## src/rtl/seq_shift_reg_param.sv

```systemverilog
// -----------------------------------------------------------------------------
// seq_shift_reg_param
//
// Parameterised bidirectional shift register with parallel load, a fill
// counter and a full flag. All outputs come straight from flops.
//
// Optional feature: define SEQ_SHIFT_REG_ROTATE_EN to add the 'rot' input.
// With rot=1, a shift feeds the stage that would be discarded back into the
// vacated end instead of taking 'd'.
//
// Parameters
//   WIDTH  bits per stage (>= 1)
//   DEPTH  number of stages (>= 2)
//
// Ports
//   clk    in   1             rising-edge clock
//   rst_n  in   1             asynchronous active-low reset
//   en     in   1             enable; 0 freezes all state whatever the mode
//   rot    in   1             rotate select (only with SEQ_SHIFT_REG_ROTATE_EN)
//   mode   in   2             00 hold, 01 shift-up, 10 shift-down, 11 load
//   d      in   WIDTH         serial data in
//   pd     in   DEPTH*WIDTH   parallel load data, stage i = pd[i*WIDTH +: WIDTH]
//   q      out  WIDTH         stage DEPTH-1
//   q_lo   out  WIDTH         stage 0
//   q_all  out  DEPTH*WIDTH   all stages, packed like pd
//   fill   out  clog2(DEPTH+1) number of valid stages, saturates at DEPTH
//   full   out  1             fill == DEPTH
// -----------------------------------------------------------------------------
module seq_shift_reg_param #(
  parameter int WIDTH = 8,
  parameter int DEPTH = 4
) (
  input  logic                       clk,
  input  logic                       rst_n,
  input  logic                       en,
`ifdef SEQ_SHIFT_REG_ROTATE_EN
  input  logic                       rot,
`endif
  input  logic [1:0]                 mode,
  input  logic [WIDTH-1:0]           d,
  input  logic [DEPTH*WIDTH-1:0]     pd,
  output logic [WIDTH-1:0]           q,
  output logic [WIDTH-1:0]           q_lo,
  output logic [DEPTH*WIDTH-1:0]     q_all,
  output logic [$clog2(DEPTH+1)-1:0] fill,
  output logic                       full
);

  localparam int FILL_W = $clog2(DEPTH + 1);
  localparam logic [FILL_W-1:0] FILL_MAX = FILL_W'(DEPTH);

  localparam logic [1:0] MODE_HOLD = 2'b00;
  localparam logic [1:0] MODE_UP   = 2'b01;
  localparam logic [1:0] MODE_DOWN = 2'b10;
  localparam logic [1:0] MODE_LOAD = 2'b11;

  // Stages are kept packed in the same layout as pd/q_all so q_all is a
  // plain copy of the register.
  logic [DEPTH*WIDTH-1:0] stage_reg;
  logic [DEPTH*WIDTH-1:0] stage_next;
  logic [FILL_W-1:0]      fill_reg;
  logic [FILL_W-1:0]      fill_next;
  logic                   full_reg;
  logic                   full_next;

  // Values entering the open end of the register on a shift.
  logic [WIDTH-1:0] up_in;
  logic [WIDTH-1:0] dn_in;

`ifdef SEQ_SHIFT_REG_ROTATE_EN
  assign up_in = rot ? stage_reg[(DEPTH-1)*WIDTH +: WIDTH] : d;
  assign dn_in = rot ? stage_reg[0 +: WIDTH] : d;
`else
  assign up_in = d;
  assign dn_in = d;
`endif

  // Per-stage next-value selection.
  genvar gi;
  generate
    for (gi = 0; gi < DEPTH; gi++) begin : g_stage
      logic [WIDTH-1:0] cur;
      logic [WIDTH-1:0] up_src;
      logic [WIDTH-1:0] dn_src;

      assign cur = stage_reg[gi*WIDTH +: WIDTH];

      if (gi == 0) begin : g_up_end
        assign up_src = up_in;
      end else begin : g_up_mid
        assign up_src = stage_reg[(gi-1)*WIDTH +: WIDTH];
      end

      if (gi == DEPTH-1) begin : g_dn_end
        assign dn_src = dn_in;
      end else begin : g_dn_mid
        assign dn_src = stage_reg[(gi+1)*WIDTH +: WIDTH];
      end

      assign stage_next[gi*WIDTH +: WIDTH] =
        !en                ? cur                    :
        (mode == MODE_UP)   ? up_src                 :
        (mode == MODE_DOWN) ? dn_src                 :
        (mode == MODE_LOAD) ? pd[gi*WIDTH +: WIDTH] :
                              cur;
    end
  endgenerate

  // Fill counts shifts in either direction and never decrements; a load
  // marks every stage valid at once.
  always_comb begin
    fill_next = fill_reg;
    if (en) begin
      case (mode)
        MODE_UP, MODE_DOWN: begin
          if (fill_reg != FILL_MAX) begin
            fill_next = fill_reg + FILL_W'(1);
          end
        end
        MODE_LOAD: fill_next = FILL_MAX;
        MODE_HOLD: fill_next = fill_reg;
        default:   fill_next = fill_reg;
      endcase
    end
  end

  // full is registered from fill_next so it rises on the same edge fill
  // reaches DEPTH while still being a pure flop output.
  assign full_next = (fill_next == FILL_MAX);

  always_ff @(posedge clk or negedge rst_n) begin
    if (!rst_n) begin
      stage_reg <= '0;
      fill_reg  <= '0;
      full_reg  <= 1'b0;
    end else begin
      stage_reg <= stage_next;
      fill_reg  <= fill_next;
      full_reg  <= full_next;
    end
  end

  assign q     = stage_reg[(DEPTH-1)*WIDTH +: WIDTH];
  assign q_lo  = stage_reg[0 +: WIDTH];
  assign q_all = stage_reg;
  assign fill  = fill_reg;
  assign full  = full_reg;

endmodule

```

## config.mk

```make
export PLATFORM = sky130hd
export DESIGN_NAME = seq_shift_reg_param
export DESIGN_NICKNAME = d
export VERILOG_FILES = /design/src/rtl/seq_shift_reg_param.sv
export SDC_FILE = /design/constraint.sdc
export NUM_CORES = 1
export LEC_CHECK = 0
export ABC_AREA = 1
export BUFFER_PORTS_ARGS = -buffer_cell sky130_fd_sc_hd__buf_2
export CAP_MARGIN = 20
export CORE_MARGIN = 4
export CORE_UTILIZATION = 38
export CTS_BUF_LIST = sky130_fd_sc_hd__clkbuf_4 sky130_fd_sc_hd__clkbuf_8 sky130_fd_sc_hd__clkbuf_16
export CTS_CLUSTER_SIZE = 28
export DETAILED_ROUTE_END_ITERATION = 8
export PLACE_DENSITY = 0.66
export SLEW_MARGIN = 20
export SYNTH_ARGS = -nofsm -noshare
export SYNTH_HDL_FRONTEND = slang
export SYNTH_SLANG_ARGS = --single-unit
```

## constraint.sdc

```tcl
create_clock -name clk -period 1.6 [get_ports clk]
set_input_delay 0.32 -clock clk [delete_from_list [all_inputs] [get_ports clk]]
set_output_delay 0.32 -clock clk [all_outputs]
set_load 0.02 [all_outputs]
```

==> metrics.yaml <==
placed_design:
  placed_cells: 484
  placedInstanceArea_um2: 2806
  gp_congestion: 0.8004
  portBuffers: 96
  post-dp-hpwl_um: 4305
hold_path:
  hp-class: "in2async"
timing:
  max_freq_mhz: 831.5
  timing_hold_violations_final: 0
  finalCriticalPeriod_ns: 1.203
  final_period_util_pct: 75.17
  relSlewSlack_pct: 68.55
  grt_setup_unrepaired: "no"
  slew_violations: 0
  worst_slew_pin_slew_ns: 0.4718
  tns_ns: 0
  finClkSkew_ns: 0.005110
  setup_viol: 0
  whs_ns: 0.08479
logic_synthesis:
  synth_enable_flop_cells: 0
  xor_and_xnor_fraction_of_the_mapped_netlist_area_pct: 0
  synth_cells: 340
  synth.lib_cells_used.distinct: 15
  synth-seq-cells: 36
  synth.area.mux_share_pct: 0
  post_synth.cell_area_avg_um2: 6.940
  synth_top_area_share_pct: 38.18
  post_synth_instance_area_um2: 2360
  post_synth_and_or_nand_nor_area_fraction_pct: 24.92
  synth.net_count: 392
  ys.warnings.count: 0
  synth-async-reset-ratio_pct: 100.0
  synth_fa_ha_area_share_pct: 3.712
  sequential_share_of_the_synthesized_area_pct: 38.18
  synth-main-ff-cell: "sky130_fd_sc_hd__dfrtp_1"
  synth_top_area_cell: "sky130_fd_sc_hd__dfrtp_1"
  synth_top_family_by_area: "simple AND/OR/NAND/NOR gates"
  synth_commonest_cells: "sky130_fd_sc_hd__nand2_1, sky130_fd_sc_hd__inv_1, sky130_fd_sc_hd__dfrtp_1"
  synth.area.top_cells: "sky130_fd_sc_hd__dfrtp_1, sky130_fd_sc_hd__nand2_1, sky130_fd_sc_hd__a31oi_1"
  synth_compound_area_share_pct: 15.69
  most_frequent_cell_after_synthesis: "sky130_fd_sc_hd__nand2_1"
floorplanning:
  coreArea_um2: 5991
  number_of_ports_placed_on_the_die_boundary: 97
  initial_utilization_pct: 39.39
  die_h_um: 86.80
  die_x_um: 86.80
  floorplan_die_area_um2: 7534
  std_cell_rows: 28
drt:
  detailed_route_wire_length_per_cell_um: 11.80
  routed-via-count: 2306
  drt.antenna.violating_nets: 0
  violation_count_after_the_first_detailed_route_iteration: 101
  drt_drc_violations_left: 0
  firstDrtPassIters: 4
  routed_wirelength_um: 5770
  via_per_inst: 4.716
worst_setup_path:
  worstReg2RegEnd: "full"
  setup.worst_path.start_class: "flop"
  r2r_slack_ns: 0.40
  crit_family: "flip-flops"
  worst-path-max-fanout: 4
  critPathRequiredTime_ns: 1.28
  worstPathBufferInverterCount: 1
  r2r_cells: 10
  slowest_stage: "sky130_fd_sc_hd__dfrtp_1"
  critPathLaunch: "q_all[8]"
  criticalPathCategory: "reg2out"
  worst_path_largest_cell_delay_ns: 0.42
  logic_depth_of_the_worst_setup_path_including_buffers: 1
  worst_setup_path_end_kind: "output pin"
  crit_chain: "buf_2"
  crit_arrival_ns: 0.88
  worstReg2RegStart: "fill[0]"
  crit_path_end: "q_all[8]"
clock_network:
  cts_tree: "yes"
  htree_num_levels: 2
  cts_repair_resize_count: 0
  cts-root-to-sink-buffers: 2
  cts_hold_repair.buffers: 0
  cts_buffers: 5
  post-cts-setup-buffers: 0
  clk_root_buffer_cell: "sky130_fd_sc_hd__clkbuf_8"
  path_clk_slew_ns: 0.07
  clkLatencyLatePin_ns: 0.27
  numClockSinks: 36
flow_run:
  max-cap-violations: 0
power_and_ir_drop:
  ir_drop_uv: 616.6
  overall_power_after_layout_uw: 2963
  power_density_over_cell_area_nw_per_um2: 1031
  power.static_leakage_uw: 0.001540
global_route:
  global_route.overflow_total: 0
  gr-usage-all-layers_pct: 15.27
  grt_start_max_net_pins: 37
  grt_pass1_wl_um: 9266
  first_global_vias: 2039
  number_of_antenna_violations_at_the_first_check_in_global_routing: 0
layout:
  final_non_filler_cells: 489
  final_design_area_no_fill_um2: 2875
  ff_latch_area_um2: 900.9
  fin_nets: 468
  antenna_cells: 0
  largest_reg_flops: 32
  flow.area_growth_from_synthesis_pct: 21.85
  fill_cells: 637
  multiInputGateArea_um2: 1049
  drive_above_1_share_pct: 27.29
status:
  outcome: "finished clean"
-- through the flow --
step                worst slack (ns)  util [%]
floorplan                     0.3470         -
global placement              0.2040     46.85
detailed placement            0.1515     46.85
CTS                           0.3874     48.00
global route                  0.2004     48.00
finish                        0.3973     48.00
-- how the worst min path moves through the flow --
stage,end,depth (start not counted)
6_report,q_all[27],2
5_1_grt,q_all[27],2
4_1_cts,q_all[27],2
3_5_place_dp,q_all[27],2
3_3_place_gp,q_all[2],2
2_1_floorplan,fill[0],0
-- routing by layer --
layer	track usage, %	vias to the layer above	wire (um)
met1	21.59	1039	2665
met3	3.137	2	346
li1	-	1200	-
met4	4.249	0	38
met2	23.60	65	2720
met5	0	-	0
-- area by class of cell --
| type | count | share of cell area, % |
|---|---|---|
| multi-input combinational | 224 | 36.47 |
| sequential | 36 | 31.33 |
| timing repair buffer | 105 | 20.80 |
| inverter | 44 | 5.744 |
| tap | 75 | 3.264 |
| clock buffer | 5 | 2.393 |
-- cells in the final DEF, fill, tap and decap left out --
| cell type | count |
|---|---|
| sky130_fd_sc_hd__a31oi_1 | 32 |
| sky130_fd_sc_hd__buf_12 | 4 |
| sky130_fd_sc_hd__buf_2 | 96 |
| sky130_fd_sc_hd__buf_4 | 5 |
| sky130_fd_sc_hd__clkbuf_8 | 5 |
| sky130_fd_sc_hd__dfrtp_1 | 36 |
| sky130_fd_sc_hd__ha_1 | 6 |
| sky130_fd_sc_hd__ha_2 | 1 |
| sky130_fd_sc_hd__inv_1 | 43 |
| sky130_fd_sc_hd__inv_2 | 1 |
| sky130_fd_sc_hd__nand2_1 | 113 |
| sky130_fd_sc_hd__nand3_1 | 4 |
| sky130_fd_sc_hd__nor2_1 | 33 |
| sky130_fd_sc_hd__nor2_8 | 1 |
| sky130_fd_sc_hd__o21ai_0 | 34 |
-- worst reg2reg max path: cells and delay by family, from the launching register on --
family / cells / cell delay (ns)
flops: 1 / 0.40
simple gates: 6 / 0.29
fa+ha+maj: 1 / 0.22
buf+inv: 3 / 0.19
-- report_power, final --
part	switching (uW)	internal (uW)	total [uW]	leakage (uW)
clock network	275	280	556	0.0000359
logic	731	422	1150	0.00109
registers	174	1080	1250	0.000411
-- cells by family (layout without fill, tap and decap cells) --
family,after synthesis,in the layout
DFF,36,36
buffers and inverters,80,154
and+or+nand+nor,151,151
adders and majority gates,7,7
AOI/OAI and AO/OA,66,66
No activity file was read; power rests on OpenSTA's default activity.
